$ cat src/rtl/gate_reciprocal_counter_pkg.sv
// Shared state encoding and default widths for the reciprocal (equal-precision) counter.
package gate_reciprocal_counter_pkg;

  localparam int CNT_WIDTH_DEF = 32;

  typedef enum logic [2:0] {
    ST_IDLE       = 3'd0,
    ST_WAIT_GATE  = 3'd1,
    ST_OPEN_WAIT  = 3'd2,
    ST_MEASURE    = 3'd3,
    ST_CLOSE_WAIT = 3'd4,
    ST_REPORT     = 3'd5
  } state_e;

  function automatic logic state_is_busy(input state_e s);
    return (s == ST_OPEN_WAIT) || (s == ST_MEASURE) || (s == ST_CLOSE_WAIT);
  endfunction

endpackage

$ cat src/rtl/gate_reciprocal_counter_sig_sync_edge.sv
// Two-flop synchronizer for an asynchronous input, followed by a rising-edge detector.
// Latency: a rising edge on async_in shows up as a one-cycle rise pulse 2-3 clk later.
// Backpressure: none; pulses are produced unconditionally.
module gate_reciprocal_counter_sig_sync_edge (
  input  logic clk,
  input  logic rst_n,
  input  logic async_in,
  output logic rise
);

  logic s1_q, s2_q, s3_q;

  always_ff @(posedge clk or negedge rst_n) begin
    if (!rst_n) begin
      s1_q <= 1'b0;
      s2_q <= 1'b0;
      s3_q <= 1'b0;
    end else begin
      s1_q <= async_in;
      s2_q <= s1_q;
      s3_q <= s2_q;
    end
  end

  assign rise = s2_q & ~s3_q;

endmodule

$ cat src/rtl/gate_reciprocal_counter.sv
// Reciprocal frequency counter: aligns the preset gate to sig_in rising edges, counts Nx/Ns.
// Latency: results and meas_valid appear the cycle after the closing sig_rise (or abort).
// Backpressure: none; the consumer must capture nx_out/ns_out on the meas_valid pulse.
module gate_reciprocal_counter
  import gate_reciprocal_counter_pkg::*;
#(
  parameter int          CNT_WIDTH      = CNT_WIDTH_DEF,
  parameter logic [31:0] TIMEOUT_CYCLES = 32'd100_000_000
) (
  input  logic                 clk,
  input  logic                 rst_n,
  input  logic                 en,
  input  logic                 gate,
  input  logic                 sig_in,
  output logic [CNT_WIDTH-1:0] nx_out,
  output logic [CNT_WIDTH-1:0] ns_out,
  output logic                 meas_valid,
  output logic                 meas_err,
  output logic                 meas_ovf,
  output logic                 busy
);

  state_e               state_q, state_d;
  logic                 gate_prev_q;
  logic [CNT_WIDTH-1:0] nx_q, nx_d, ns_q, ns_d;
  logic                 ovf_q, ovf_d;
  logic [31:0]          wait_cnt_q, wait_cnt_d;
  logic [CNT_WIDTH-1:0] nx_out_q, nx_out_d, ns_out_q, ns_out_d;
  logic                 meas_valid_q, meas_valid_d;
  logic                 meas_err_q, meas_err_d;
  logic                 meas_ovf_q, meas_ovf_d;

  logic                 sig_rise, gate_rise, gate_fall;
  logic                 nx_sat, ns_sat, wait_last;
  logic [CNT_WIDTH-1:0] nx_inc, ns_inc;
  logic                 load, load_err;

  gate_reciprocal_counter_sig_sync_edge u_sig_sync (
    .clk      (clk),
    .rst_n    (rst_n),
    .async_in (sig_in),
    .rise     (sig_rise)
  );

  assign gate_rise = gate & ~gate_prev_q;
  assign gate_fall = ~gate & gate_prev_q;
  assign nx_sat    = &nx_q;
  assign ns_sat    = &ns_q;
  assign nx_inc    = nx_sat ? nx_q : nx_q + CNT_WIDTH'(1);
  assign ns_inc    = ns_sat ? ns_q : ns_q + CNT_WIDTH'(1);
  assign wait_last = (wait_cnt_q == TIMEOUT_CYCLES - 32'd1);

  always_comb begin
    state_d      = state_q;
    nx_d         = nx_q;
    ns_d         = ns_q;
    ovf_d        = ovf_q;
    wait_cnt_d   = wait_cnt_q;
    nx_out_d     = nx_out_q;
    ns_out_d     = ns_out_q;
    meas_err_d   = meas_err_q;
    meas_ovf_d   = meas_ovf_q;
    meas_valid_d = 1'b0;
    load         = 1'b0;
    load_err     = 1'b0;

    case (state_q)
      ST_IDLE: if (en && !gate) state_d = ST_WAIT_GATE;
      ST_WAIT_GATE: if (gate_rise) begin
        state_d    = ST_OPEN_WAIT;
        wait_cnt_d = '0;
      end
      ST_OPEN_WAIT: begin
        if (sig_rise) begin
          nx_d    = '0;
          ns_d    = '0;
          ovf_d   = 1'b0;
          state_d = ST_MEASURE;
        end else if (gate_fall || wait_last) begin
          load     = 1'b1;
          load_err = 1'b1;
          state_d  = ST_REPORT;
        end else begin
          wait_cnt_d = wait_cnt_q + 32'd1;
        end
      end
      ST_MEASURE: begin
        // An edge landing with gate_fall is an interior period, not the closing edge.
        ns_d  = ns_inc;
        ovf_d = ovf_q | ns_sat | (sig_rise & nx_sat);
        if (sig_rise) nx_d = nx_inc;
        if (gate_fall) begin
          state_d    = ST_CLOSE_WAIT;
          wait_cnt_d = '0;
        end
      end
      ST_CLOSE_WAIT: begin
        ns_d       = ns_inc;
        ovf_d      = ovf_q | ns_sat;
        wait_cnt_d = wait_cnt_q + 32'd1;
        if (sig_rise) begin
          nx_d    = nx_inc;
          ovf_d   = ovf_q | ns_sat | nx_sat;
          load    = 1'b1;
          state_d = ST_REPORT;
        end else if (wait_last) begin
          load     = 1'b1;
          load_err = 1'b1;
          state_d  = ST_REPORT;
        end
      end
      ST_REPORT: begin
        nx_d    = '0;
        ns_d    = '0;
        ovf_d   = 1'b0;
        state_d = en ? ST_WAIT_GATE : ST_IDLE;
      end
      default: state_d = ST_IDLE;
    endcase

    if (!en && state_q != ST_REPORT) begin
      state_d    = ST_IDLE;
      nx_d       = '0;
      ns_d       = '0;
      ovf_d      = 1'b0;
      wait_cnt_d = '0;
      load       = 1'b0;
    end

    // Results are latched on entry so meas_valid coincides with the REPORT cycle.
    if (load) begin
      meas_valid_d = 1'b1;
      meas_err_d   = load_err;
      meas_ovf_d   = ovf_d;
      nx_out_d     = load_err ? '0 : nx_d;
      ns_out_d     = load_err ? '0 : ns_d;
    end
  end

  always_ff @(posedge clk or negedge rst_n) begin
    if (!rst_n) begin
      state_q      <= ST_IDLE;
      gate_prev_q  <= 1'b0;
      nx_q         <= '0;
      ns_q         <= '0;
      ovf_q        <= 1'b0;
      wait_cnt_q   <= '0;
      nx_out_q     <= '0;
      ns_out_q     <= '0;
      meas_valid_q <= 1'b0;
      meas_err_q   <= 1'b0;
      meas_ovf_q   <= 1'b0;
    end else begin
      state_q      <= state_d;
      gate_prev_q  <= gate;
      nx_q         <= nx_d;
      ns_q         <= ns_d;
      ovf_q        <= ovf_d;
      wait_cnt_q   <= wait_cnt_d;
      nx_out_q     <= nx_out_d;
      ns_out_q     <= ns_out_d;
      meas_valid_q <= meas_valid_d;
      meas_err_q   <= meas_err_d;
      meas_ovf_q   <= meas_ovf_d;
    end
  end

  assign nx_out     = nx_out_q;
  assign ns_out     = ns_out_q;
  assign meas_valid = meas_valid_q;
  assign meas_err   = meas_err_q;
  assign meas_ovf   = meas_ovf_q;
  assign busy       = state_is_busy(state_q);

endmodule
$ cat config.mk
export PLATFORM = sky130hd
export DESIGN_NAME = gate_reciprocal_counter
export DESIGN_NICKNAME = d
export VERILOG_FILES = /design/src/rtl/gate_reciprocal_counter_pkg.sv /design/src/rtl/gate_reciprocal_counter_sig_sync_edge.sv /design/src/rtl/gate_reciprocal_counter.sv
export SDC_FILE = /design/constraint.sdc
export NUM_CORES = 1
export LEC_CHECK = 0
export ABC_AREA = 1
export BUFFER_PORTS_ARGS = -buffer_cell sky130_fd_sc_hd__buf_2
export CAP_MARGIN = 20
export CORE_UTILIZATION = 45
export DETAILED_ROUTE_END_ITERATION = 8
export HOLD_SLACK_MARGIN = 0.05
export PLACE_DENSITY = 0.6
export SYNTH_ARGS = -nofsm -noshare
export SYNTH_HDL_FRONTEND = slang
export SYNTH_SLANG_ARGS = --single-unit
export TNS_END_PERCENT = 20
$ cat constraint.sdc
create_clock -name clk -period 2.7 [get_ports clk]
set_input_delay 0.27 -clock clk [delete_from_list [all_inputs] [get_ports clk]]
set_output_delay 0.27 -clock clk [all_outputs]
set_load 0.05 [all_outputs]
**Yosys cells after proc, flatten, opt, wreduce, memory -nomap -nowiden**

Index checks and enable logic that the tools add are counted.

- Add/subtract/negate cells: 3
- Equality and inequality tests: 14
- Multiplexer cells: 40
- Bitwise logic cells: 10
- Reduce and logical (&&, ||, !) cells: 14

Operators with widths:

| operator | count |
|---|---|
| 2-to-1 mux 32 bit | 14 |
| case mux 32 bit (3 select lines) | 2 |
| case mux 32 bit (4 select lines) | 1 |
| adder 32 x 1 -> 32 bit, second input constant | 3 |
| AND reduction 32 bit | 2 |
| == test 32 x 27 -> 1 bit, second input constant | 1 |
| 2-to-1 mux 3 bit | 8 |
| inequality test 3 bit, second input constant | 6 |
| case mux 3 bit (6 select lines) | 1 |
| 2-to-1 mux 1 bit | 11 |
| AND reduction 5 bit | 2 |
| inequality test 4 bit, second input constant | 2 |
| == test 3 x 2 -> 1 bit, second input constant | 2 |
| == test 3 bit, second input constant | 2 |
| nonzero test 5 bit | 1 |
| AND 1 bit | 4 |
| case mux 1 bit (2 select lines) | 2 |
| case mux 1 bit (4 select lines) | 1 |
| == test 3 x 1 -> 1 bit, second input constant | 1 |
| zero test 3 bit | 1 |
| logical OR 1 bit | 3 |
| inverter 1 bit | 3 |
| bitwise OR 1 bit | 3 |
| logical AND 1 bit | 2 |
| other kinds (2) | 3 |

- Register bits: 171
- Input port bits: 5
- Output and inout bits: 68
- Logic and storage cells: 95

**Logic depth before layout (Yosys ltp)**

- Word-level depth: 8
- Depth in mapped cells: 14
- Gate-level depth less buffers: 14

**Hierarchy**

A second synthesis with hierarchy kept.

- Cells, all modules: 1579
- Area total of the unflattened synthesis: 10704.0 um^2

Modules (own cells, without submodules):

| module | instances | cells an instance | area each (um^2) | seq. area each (um^2) |
|---|---|---|---|---|
| gate_reciprocal_counter | 1 | 1574 | 10618.9 | 4204.0 |
| gate_reciprocal_counter_sig_sync_edge | 1 | 5 | 85.1 | 75.1 |

**Worst setup path before layout**

Ideal clock, no wire load.

- Path kind: register to register
- From: register wait_cnt_q[0]
- To: register nx_out_q[25] (netlist: nx_out[25])
- Setup time: 119 ps
- Data arrival time: 1760 ps
- Required time: 2581 ps
- Path slack: 821 ps
- Cell stages (with the launch flop): 15
- Buffers on the path: 2
- Period minus slack after synthesis: 1879 ps
- Cell sequence: dfrtp_1 > ha_1 > nand2_2 > nor2_4 > nand2_2 > nor2_1 > nand2_1 > nand2_2 > nand3_1 > nand2_1 > nand2_2 > buf_6 > buf_6 > nand2_1 > nand2_1

- Cells in the longest elaborated chain, start to end: 6
- Elaborated cells on any way between the ends: 11
- Classes of those cells: eq/ne (1); mux (9); reduce/logical (1)

RTL lines:

| what | RTL line | source |
|---|---|---|
| from (decl) | gate_reciprocal_counter.sv:27 | `logic [31:0] wait_cnt_q, wait_cnt_d;` |
| from (signal assigned) | gate_reciprocal_counter.sv:159 | `wait_cnt_q <= wait_cnt_d;` |
| == test 32 x 27 -> 1 bit (*) | gate_reciprocal_counter.sv:51 | `assign wait_last = (wait_cnt_q == TIMEOUT_CYCLES - 32'd1);` |
| logical OR 1 bit | gate_reciprocal_counter.sv:79 | `end else if (gate_fall \|\| wait_last) begin` |
| 2-to-1 mux 1 bit | gate_reciprocal_counter.sv:79 |  |
| 2-to-1 mux 1 bit | gate_reciprocal_counter.sv:74 | `if (sig_rise) begin` |
| case mux 1 bit (2 select lines) | gate_reciprocal_counter.sv:67 | `case (state_q)` |
| 2-to-1 mux 32 bit / 2-to-1 mux 1 bit (equally long branches) | gate_reciprocal_counter.sv:135, gate_reciprocal_counter.sv:121 |  |
| to (signal assigned) | gate_reciprocal_counter.sv:160 | `nx_out_q <= nx_out_d;` |
| to (decl) | gate_reciprocal_counter.sv:28 | `logic [CNT_WIDTH-1:0] nx_out_q, nx_out_d, ns_out_q, ns_out_d;` |

Mark *: on every way between the ends. The rest lies on a longest branch, timed or not.
A chain may end at the register's enable or synchronous reset.

**Worst setup path after layout**

- From: register wait_cnt_q[0]
- To: register wait_cnt_q[10]

- Cells in the longest elaborated chain, start to end: 5
- Elaborated cells on any way between the ends: 9
- Classes of those cells: add/sub (1); eq/ne (2); mux (4); reduce/logical (2)

RTL lines:

| what | RTL line | source |
|---|---|---|
| adder 32 x 1 -> 32 bit | gate_reciprocal_counter.sv:84, gate_reciprocal_counter.sv:100 |  |
| 2-to-1 mux 32 bit | gate_reciprocal_counter.sv:79 |  |
| 2-to-1 mux 32 bit | gate_reciprocal_counter.sv:74 |  |
| case mux 32 bit (4 select lines) | gate_reciprocal_counter.sv:67 |  |
| 2-to-1 mux 32 bit | gate_reciprocal_counter.sv:121 | `if (!en && state_q != ST_REPORT) begin` |

Several ways; a longest one is shown, not always the timed one. The select of a mux whose other input is x is not followed.

==> reports/results.ini <==
[clock_network]
clk_pin_slew_ns=0.07
cts_tree=yes
h-tree-depth=4
cts_buffers=17
cts_setup_buffers=0
root_buffer=clkbuf_16
cts_sinks=171
clockBufferDepth=2
insertion_delay_ns=0.44

[sta]
slew_headroom_pct=54.62
rsz0062_at_grt=no
finalClockSkew_ns=0.01469
worstMarginPinSlew_ns=0.6756
setup_viol=0
period_share_pct=83.63
hold_viol=0
max_freq_ghz=0.4429
slew_violations=0
tns_ns=0
min_period_ns=2.258
hold_slack_ns=0.1549

[worst_setup_path]
cpPeakStageDelay_ns=0.45
crit_family=simple AND/OR/NAND/NOR gates
cp_num_buf_inv=0
worst_setup_path_start_kind=flip-flop
rrSetupSlack_ns=0.44
worst_ep_arrival_time_ns=2.63
cp_slowest_cell=dfrtp_1
end_kind=flip-flop
critPathRequiredTime_ns=3.08
crit_top_cell=nand2_1
crit_fanout=32
path_cells=ha_1 > nand2_2 > nor2_4 > nand2_2 > nor2_1 > nand2_1 > nand2_2 > nand2_1 > nand2_1 > nand2_2 > nand2_4 > nand2_1 > nand2_1
path_class=flip-flop to flip-flop

[finish]
antennaDiodeCount=0
final_cells=1893
layout_commonest_cell=nand2_1
finalNetCount=1603
final_cell_mix=nand2_1, nand3_1, dfrtp_1
ff_latch_area_um2=4279
drive_gt1_share_pct=12.19
multi_input_area_um2=5256
syn_to_final_growth_pct=12.47
design_area_um2=11780
fillers=2336

[route]
drtIter0Drc=670
wl_um=31350
top_layer_used=met4
drcViolationCount=0
vias_per_cell=5.364
wl_met3_um=1491
met2_length_um=14370
firstDrtPassIters=5
routedWlPerCell_um=16.56
vias=10150
wl_met1_um=14630
ant_nets=0

[synth]
netlist_area_um2=10480
seq_area_frac_synth_pct=40.85
yosys_warnings=0
syn_area_per_cell_um2=6.865
synth_cell_types=40
syn_nets=1534
ys_ff_latch=171
syn_inst=1526

[power_and_ir_drop]
switching_share_pct=41.61
pwr-share-comb_pct=33.7
intPower_mw=4.787
p_leak_nw=5.828
power_switching_mw=3.411
seqPwrFrac_pct=35.9
p_per_area_nw_per_um2=695.8
clock_power_share_pct=30.4
ir_drop_mv=0.4652

[placement]
placed_area_um2=11170
place_inst=1858
gp_congestion=0.9657
io_buffers=72
dp.final_hpwl_um=23060

[run_status]
status=finished clean

[die]
pin_count=73
start_util_pct=46.13
core-area_um2=22710
die_area_um2=23900
dieHeight_um=154.6
rows=55
chipWidth_um=154.6

[global_routing]
grt_pass1_vias=9818
antenna_found_initial=0
grt_overflow=0
track_usage_pct=27.51
grt_pass1_wl_um=51520
grt_max_degree=78

[min_path]
hp-class=primary input to flip-flop

[job]
cap_viol_max_count=0

-- sequential cells by signal (all words and copies together), names as in the netlist, 3 cells and up --
register,count
wait_cnt_q,32
nx_q,32
state_q,3
ns_q,32
ns_out,32
nx_out,32
-- worst reg2reg max path, cell delays in order, from the launching register on --
cell	delay, ns
dfrtp_1	0.45
ha_1	0.28
nand2_2	0.10
nor2_4	0.17
nand2_2	0.12
nor2_1	0.11
nand2_1	0.12
nand2_2	0.10
nand2_1	0.05
nand2_1	0.08
nand2_2	0.12
nand2_4	0.31
nand2_1	0.11
nand2_1	0.08
-- power groups by stage --
| stage | Sequential [mW] | Combinational (mW) | Clock, mW |
|---|---|---|---|
| global placement | 2.98 | 2.72 | 0 |
| global route | 2.97 | 3.04 | 2.63 |
| detailed placement | 2.99 | 2.73 | 0 |
| CTS | 2.94 | 2.75 | 2.55 |
| finish | 2.94 | 2.76 | 2.49 |
| floorplan | 3.15 | 1.72 | 0 |
-- through the flow --
stage,total power [mW],utilization [%],setup WS (ns)
6_report,8.198,51.88,0.4420
5_1_grt,8.634,51.88,0.1339
4_1_cts,8.239,51.88,0.3814
3_5_place_dp,5.721,49.17,0.4223
3_3_place_gp,5.704,49.17,0.4708
2_1_floorplan,4.868,-,0.8214
-- routing by layer --
| layer | GRT usage (%) | up-vias |
|---|---|---|
| li1 | - | 5037 |
| met1 | 37.60 | 4763 |
| met2 | 44.19 | 305 |
| met3 | 4.287 | 49 |
| met4 | 9.948 | 0 |
| met5 | 0 | - |
-- cell usage after synthesis (all sizes together) --
cell type  count  area [µm²]
buf           49       297.8
nor3          44       230.2
clkinv         1       5.000
o21bai        13       97.59
or2            6       37.54
ha             3       37.54
nand3b         6       45.04
nor2         173       738.2
nand2        512        1967
a21oi         30       157.7
xnor2          5       43.79
inv          161       604.3
xor2          15       131.4
clkbuf         9       33.78
and2           8       50.05
o21a           1       7.510
o21ai         57       289.0
nor4           4       25.02
o211ai         2       20.02
nand4         48       300.3
dfrtp        171        4279
nor3b          1       7.510
o31ai          1       7.510
nand3        192       975.9
and3          14       87.58
-- logic make-up after synthesis --
logic type	share of synthesized area (%)
AND/OR/NAND/NOR	42.61
buffers and inverters	8.981
flip-flops	40.85
AO/OA/AOI/OAI	5.530
adder cells (fa/ha/maj)	0.3583
XOR/XNOR	1.672
-- final cells by class --
class	instances	area share [%]
Clock buffer	18	3.642
Clock inverter	14	1.338
Sequential cell	171	36.32
Timing Repair Buffer	108	5.894
Multi-Input combinational cell	1135	44.61
Inverter	162	5.171
Tap cell	285	3.026
-- worst paths after layout --
check                                start               to  cells after the start
setup / recovery             wait_cnt_q[0]   wait_cnt_q[10]                     13
hold / removal                          en       state_q[0]                      3
min in group asynchronous            rst_n        nx_out[2]                      2
setup reg to reg             wait_cnt_q[0]   wait_cnt_q[10]                     13
max in group asynchronous            rst_n   wait_cnt_q[21]                      3
hold reg to reg            u_sig_sync.s1_q  u_sig_sync.s2_q                      0
-- timing repair --
| item | 4_1_cts | 5_1_grt |
|---|---|---|
| resized for setup | 0 | 0 |
| hold endpoints to repair | 43 | 0 |
| hold buffers | 3 | 0 |
(Power assumes the default switching activity.)
